==> config.mk <==
export PLATFORM = sky130hd
export DESIGN_NAME = id_fwd_decode_stage
export DESIGN_NICKNAME = d
export VERILOG_FILES = /design/src/rtl/id_fwd_decode_stage.sv
export SDC_FILE = /design/constraint.sdc
export NUM_CORES = 1
export LEC_CHECK = 0
export ABC_AREA = 1
export BUFFER_PORTS_ARGS = -buffer_cell sky130_fd_sc_hd__buf_2
export CAP_MARGIN = 20
export CORE_AREA = 5 5 162 164
export DETAILED_ROUTE_END_ITERATION = 16
export DIE_AREA = 0 0 167 169
export GPL_TIMING_DRIVEN = 0
export PLACE_DENSITY = 0.73
export SLEW_MARGIN = 20
export SYNTH_ARGS = -nofsm -noshare
export SYNTH_HDL_FRONTEND = slang
export SYNTH_SLANG_ARGS = --single-unit
==> constraint.sdc <==
create_clock -name clk -period 6.1 [get_ports clk]
set_input_delay 1.22 -clock clk [delete_from_list [all_inputs] [get_ports clk]]
set_output_delay 1.22 -clock clk [all_outputs]
set_load 0.005 [all_outputs]
==> src/rtl/id_fwd_decode_stage.sv <==
// Purpose: MIPS decode stage: owns the IF/ID register, hold buffer, operand forwarding, load-use interlock and branch resolution.
// Latency: IF/ID register is one cycle; operands, stallreq and the branch redirect are combinational from it.
// Backpressure: stall_id freezes the IF/ID register and parks the SRAM word; bubble_id overrides stall_id and inserts an empty slot.
module id_fwd_decode_stage #(
   parameter int                 NUM_FWD   = 3,
   parameter logic [NUM_FWD-1:0] LOAD_MASK = NUM_FWD'(1),
   parameter int                 HOLD_INST = 1
) (
   input  logic                   clk,
   input  logic                   rst,
   input  logic                   stall_id,
   input  logic                   bubble_id,
   input  logic                   if_valid,
   input  logic [31:0]            if_pc,
   input  logic [31:0]            inst_sram_rdata,
   input  logic [NUM_FWD-1:0]     fwd_we,
   input  logic [5*NUM_FWD-1:0]   fwd_waddr,
   input  logic [32*NUM_FWD-1:0]  fwd_wdata,
   input  logic [NUM_FWD-1:0]     fwd_is_load,
   output logic [4:0]             rf_raddr1,
   output logic [4:0]             rf_raddr2,
   input  logic [31:0]            rf_rdata1,
   input  logic [31:0]            rf_rdata2,
   output logic                   stallreq,
   output logic                   id_valid,
   output logic [31:0]            id_pc,
   output logic [31:0]            id_inst,
   output logic [31:0]            src1_data,
   output logic [31:0]            src2_data,
   output logic                   br_taken,
   output logic [31:0]            br_target
);

   logic        valid;
   logic [31:0] pc;
   logic        hold_v;
   logic [31:0] hold_inst;
   logic [31:0] eff_inst;

   // IF/ID register: reset, then bubble, then stall-hold, else load from IF
   always_ff @(posedge clk) begin
      if (rst) begin
         valid <= 1'b0;
         pc    <= 32'd0;
      end else if (bubble_id) begin
         valid <= 1'b0;
         pc    <= 32'd0;
      end else if (!stall_id) begin
         valid <= if_valid;
         pc    <= if_pc;
      end
   end

   generate
      if (HOLD_INST != 0) begin : g_hold
         // Park the SRAM word on the first stalled cycle; it would otherwise be replaced next cycle
         always_ff @(posedge clk) begin
            if (rst || bubble_id || !stall_id) begin
               hold_v <= 1'b0;
            end else if (!hold_v) begin
               hold_v    <= 1'b1;
               hold_inst <= inst_sram_rdata;
            end
         end
      end else begin : g_no_hold
         assign hold_v    = 1'b0;
         assign hold_inst = 32'd0;
      end
   endgenerate

   assign eff_inst = !valid ? 32'd0 : (hold_v ? hold_inst : inst_sram_rdata);
   assign id_inst  = eff_inst;
   assign id_valid = valid;
   assign id_pc    = pc;

   // Instruction fields
   logic [5:0]  op;
   logic [4:0]  rs, rt;
   logic [15:0] imm;
   logic [5:0]  func;
   logic [25:0] index;
   assign op    = eff_inst[31:26];
   assign rs    = eff_inst[25:21];
   assign rt    = eff_inst[20:16];
   assign imm   = eff_inst[15:0];
   assign func  = eff_inst[5:0];
   assign index = eff_inst[25:0];

   assign rf_raddr1 = rs;
   assign rf_raddr2 = rt;

   // J, JAL and LUI carry non-register bits in the rs field
   logic rs_used, rt_used;
   assign rs_used = !(op == 6'h02 || op == 6'h03 || op == 6'h0F);
   assign rt_used = (op == 6'h00) || (op == 6'h04) || (op == 6'h05) || (op[5:3] == 3'b101);

   // Lowest-index (youngest) matching source wins; result is {load_pending, data}
   function automatic logic [32:0] fwd_resolve(
      input logic [4:0]            r,
      input logic [31:0]           rf,
      input logic [NUM_FWD-1:0]    we,
      input logic [5*NUM_FWD-1:0]  wa,
      input logic [32*NUM_FWD-1:0] wd,
      input logic [NUM_FWD-1:0]    ld
   );
      logic [31:0] d;
      logic        l;
      d = rf;
      l = 1'b0;
      for (int i = NUM_FWD - 1; i >= 0; i--) begin
         if (we[i] && (wa[5*i +: 5] == r)) begin
            d = wd[32*i +: 32];
            l = LOAD_MASK[i] && ld[i];
         end
      end
      if (r == 5'd0) begin
         d = 32'd0;
         l = 1'b0;
      end
      return {l, d};
   endfunction

   logic ld1, ld2;
   assign {ld1, src1_data} = fwd_resolve(rs, rf_rdata1, fwd_we, fwd_waddr, fwd_wdata, fwd_is_load);
   assign {ld2, src2_data} = fwd_resolve(rt, rf_rdata2, fwd_we, fwd_waddr, fwd_wdata, fwd_is_load);

   assign stallreq = valid && ((rs_used && ld1) || (rt_used && ld2));

   logic [31:0] pc_plus4, br_off;
   assign pc_plus4 = pc + 32'd4;
   assign br_off   = {{14{imm[15]}}, imm, 2'b00};

   logic        take;
   logic [31:0] tgt;

   // Branch/jump condition and target, before the valid/stall gate
   always_comb begin
      take = 1'b0;
      tgt  = pc_plus4 + br_off;
      case (op)
         6'h00: begin
            take = (func == 6'h08) || (func == 6'h09);
            tgt  = src1_data;
         end
         6'h01: begin
            if (rt == 5'd0)      take = src1_data[31];
            else if (rt == 5'd1) take = !src1_data[31];
         end
         6'h02, 6'h03: begin
            take = 1'b1;
            tgt  = {pc_plus4[31:28], index, 2'b00};
         end
         6'h04: take = (src1_data == src2_data);
         6'h05: take = (src1_data != src2_data);
         6'h06: take = src1_data[31] || (src1_data == 32'd0);
         6'h07: take = !src1_data[31] && (src1_data != 32'd0);
         default: take = 1'b0;
      endcase
   end

   assign br_taken  = valid && !stallreq && take;
   assign br_target = br_taken ? tgt : 32'd0;

endmodule
==> out/qor.yml <==
critical_path:
  worstSetupStartpointType: "input pin"
  worstPathArrival_ps: 4720
  cpPeakStageDelay_ps: 410
  path_common_cell: "nand2_1"
  path_class: "in2out"
  worstPathRequired_ps: 4880
  end_kind: "output pin"
  crit_fanout: 10
  crit_slowest_cell: "nor2_2"
synth:
  synth.area.top_cells: "nand2_1, inv_1, nor2_1"
  seq_area_frac_synth_pct: 15.33
  ys_warn_count: 0
  synth_cells: 1991
  synthArstFlopShare_pct: 0
  synth_top_area_cell: "nand2_1"
  ys_ff_latch: 66
  postSynthNetCount: 2272
  synthFlopType: "dfxtp_1"
  synth.avg_cell_area_sq_um: 5.379
  synth_cell_types: 47
  syn-cell-area_sq_mm: 0.01071
  synth-edff-count: 32
  yosysTopAreaCellShare_pct: 19.59
sta:
  tightest_slew_ps: 757.9
  period_needed_ps: 5941
  final_max_slew_viol_count: 0
  hold_slack_ps: 513.8
  period_share_pct: 97.39
  max_freq_mhz: 168.3
  finalHoldViolCount: 0
  fin_skew_ps: 2.665
  setup_viol: 0
  slew_headroom_pct: 48.94
die:
  core_area_sq_mm: 0.02475
  fp.dieW_um: 167
  initial_core_util_pct: 43.28
  die_area_sq_mm: 0.02822
  std_cell_rows: 58
  ios: 423
  chipHeight_um: 169
status:
  outcome: "finished, final reports clean"
route:
  drcViolationCount: 0
  via_per_inst: 5.472
  dr.pass1.iters: 7
  drt-initial-drc-count: 1691
  wl_per_cell_um: 18.85
  ant_nets: 0
  wl_um: 52060
  vias: 15108
clock_network:
  htreeDepth: 3
  cts_tree: "done"
  clk_latency_ps: 330
  clk_pin_slew_ps: 60
  numCtsBuffers: 9
  clockBufferDepth: 2
  ctsHoldBuffers: 0
  cts_sinks: 66
  root_buffer: "clkbuf_16"
finish:
  fillers: 2687
  multiInputGateArea_sq_mm: 0.007330
  regArea_sq_mm: 0.001643
  area_delta_synth_final_pct: 27.49
  nets: 2705
  drive_gt1_share_pct: 26.84
  instances_no_fill: 2761
placed_design:
  numPlacedInstances: 2741
  port_buffers: 419
  post-dp-hpwl_um: 43780
  routabilityCongestion: 1.015
grt:
  grt_max_degree: 30
  overflow: 0
  first_global_vias: 13755
  grt_first_pass_wirelength_um: 76720
  antenna_found_initial: 2
  grt_use_total_pct: 34.38
power_and_ir_drop:
  power_density_mw_per_mm2: 132.9
  ir_worst_vdd_mv: 0.1331
  power_leakage_nw: 8.241
flow_run:
  drv_cap: 0
min_path:
  hold_path.class: "reg2reg"
## kinds of logic (layout without fill, tap and decap cells)
kind of cell / count (synthesis) / in the layout / share of synthesized area [%]
compound gates: 282 / 282 / 14.65
xor+xnor: 36 / 36 / 2.944
fa+ha+maj: 31 / 31 / 3.692
buf+inv: 438 / 876 / 16.95
flops: 66 / 66 / 15.33
other cells: 0 / 2 / 0
simple gates: 1138 / 1138 / 46.43
## report_power, final
part / total, mW / internal [mW] / leakage [nW] / switching (mW)
combinational: 0.809 / 0.267 / 7.52 / 0.542
sequential: 0.494 / 0.482 / 0.572 / 0.0123
clock: 0.512 / 0.312 / 0.151 / 0.200
total: 1.81 / 1.06 / 8.24 / 0.754
## synthesized netlist by cell type (all sizes together), types with 16 or more instances
cell	n
ha	30
xor2	22
nand2	580
nor2	297
nand3	135
edfxtp	32
clkbuf	39
o22ai	24
a211oi	16
a21oi	120
buf	61
or2	30
dfxtp	34
inv	336
o21ai	95
nand4	74
## worst max-delay path: cells and delay by family
| kind | cells | cell delay (ps) |
|---|---|---|
| AND/OR/NAND/NOR | 22 | 2600 |
| buffers and inverters | 6 | 870 |
## layer usage
layer / share of wire [%] / GRT usage (%) / vias to the layer above / wire [um]
li1: - / - / 7199 / -
met1: 40 / 44.91 / 6831 / 20650
met2: 45 / 56.36 / 926 / 23230
met3: 11 / 6.702 / 150 / 5790
met4: 4.6 / 12.98 / 2 / 2378
met5: 0.025 / 0 / - / 13
## area by class of cell
cell class	count	area share, %
Buffer	99	4.032
Sequential cell	66	12.03
Inverter	338	9.338
Antenna cell	2	0.03666
Clock buffer	11	1.934
Tap cell	330	3.024
Clock inverter	5	0.2474
Multi-Input combinational cell	1487	53.68
Timing Repair Buffer	423	15.67
## stage by stage
stage | power [mW] | setup slack (ps) | TNS [ps] | instance area (sq um) | util [%]
after floorplan | 0.9476 | 1048 | 0 | 10710 | -
after global placement | 1.271 | 65.21 | 0 | 13220 | 53.42
after detailed placement | 1.280 | 76.03 | 0 | 13250 | 53.54
after CTS | 1.787 | 11.36 | 0 | 13560 | 54.78
after global routing | 1.902 | -38.12 | -45.37 | 13650 | 55.16
final | 1.815 | 159.5 | 0 | 13650 | 55.17
## cell usage in the layout, fill, tap and decap left out, drive strengths merged, types with 14 or more instances in the layout
| cell | count |
|---|---|
| nor2 | 297 |
| nand4 | 74 |
| clkbuf | 48 |
| ha | 30 |
| nand2 | 580 |
| o22ai | 24 |
| o21ai | 95 |
| or2 | 30 |
| a211oi | 16 |
| edfxtp | 32 |
| dfxtp | 34 |
| xor2 | 22 |
| nor3 | 15 |
| a21oi | 120 |
| nand3 | 135 |
| buf | 485 |
| xnor2 | 14 |
| inv | 338 |
## state kept, by name, indices dropped and copies added (netlist names)
name	count
hold_inst	32
id_pc	32
hold_v	1
id_valid	1
## what timing repair did
action                                  in CTS  in global routing
pin swaps                                    0                  4
setup buffers                                0                  3
gates resized for setup                      4                 32
gates cloned                                 0                  0
endpoints found under the hold margin        0                  0
endpoints found under the setup margin       4                 14
## path summary, 6_finish.rpt
path / from / end / slack (ps) / cells after the start
worst max-delay path: inst_sram_rdata[25] / br_target[6] / 160 / 28
worst min-delay path: id_pc[26]$_SDFFE_PP0N_ / id_pc[26]$_SDFFE_PP0N_ / 510 / 2
worst max register to register: hold_v$_DFF_P_ / hold_inst[13]$_DFFE_PP_ / 4230 / 8
worst min register to register: id_pc[26]$_SDFFE_PP0N_ / id_pc[26]$_SDFFE_PP0N_ / 510 / 2
(Power assumes the default switching activity.)
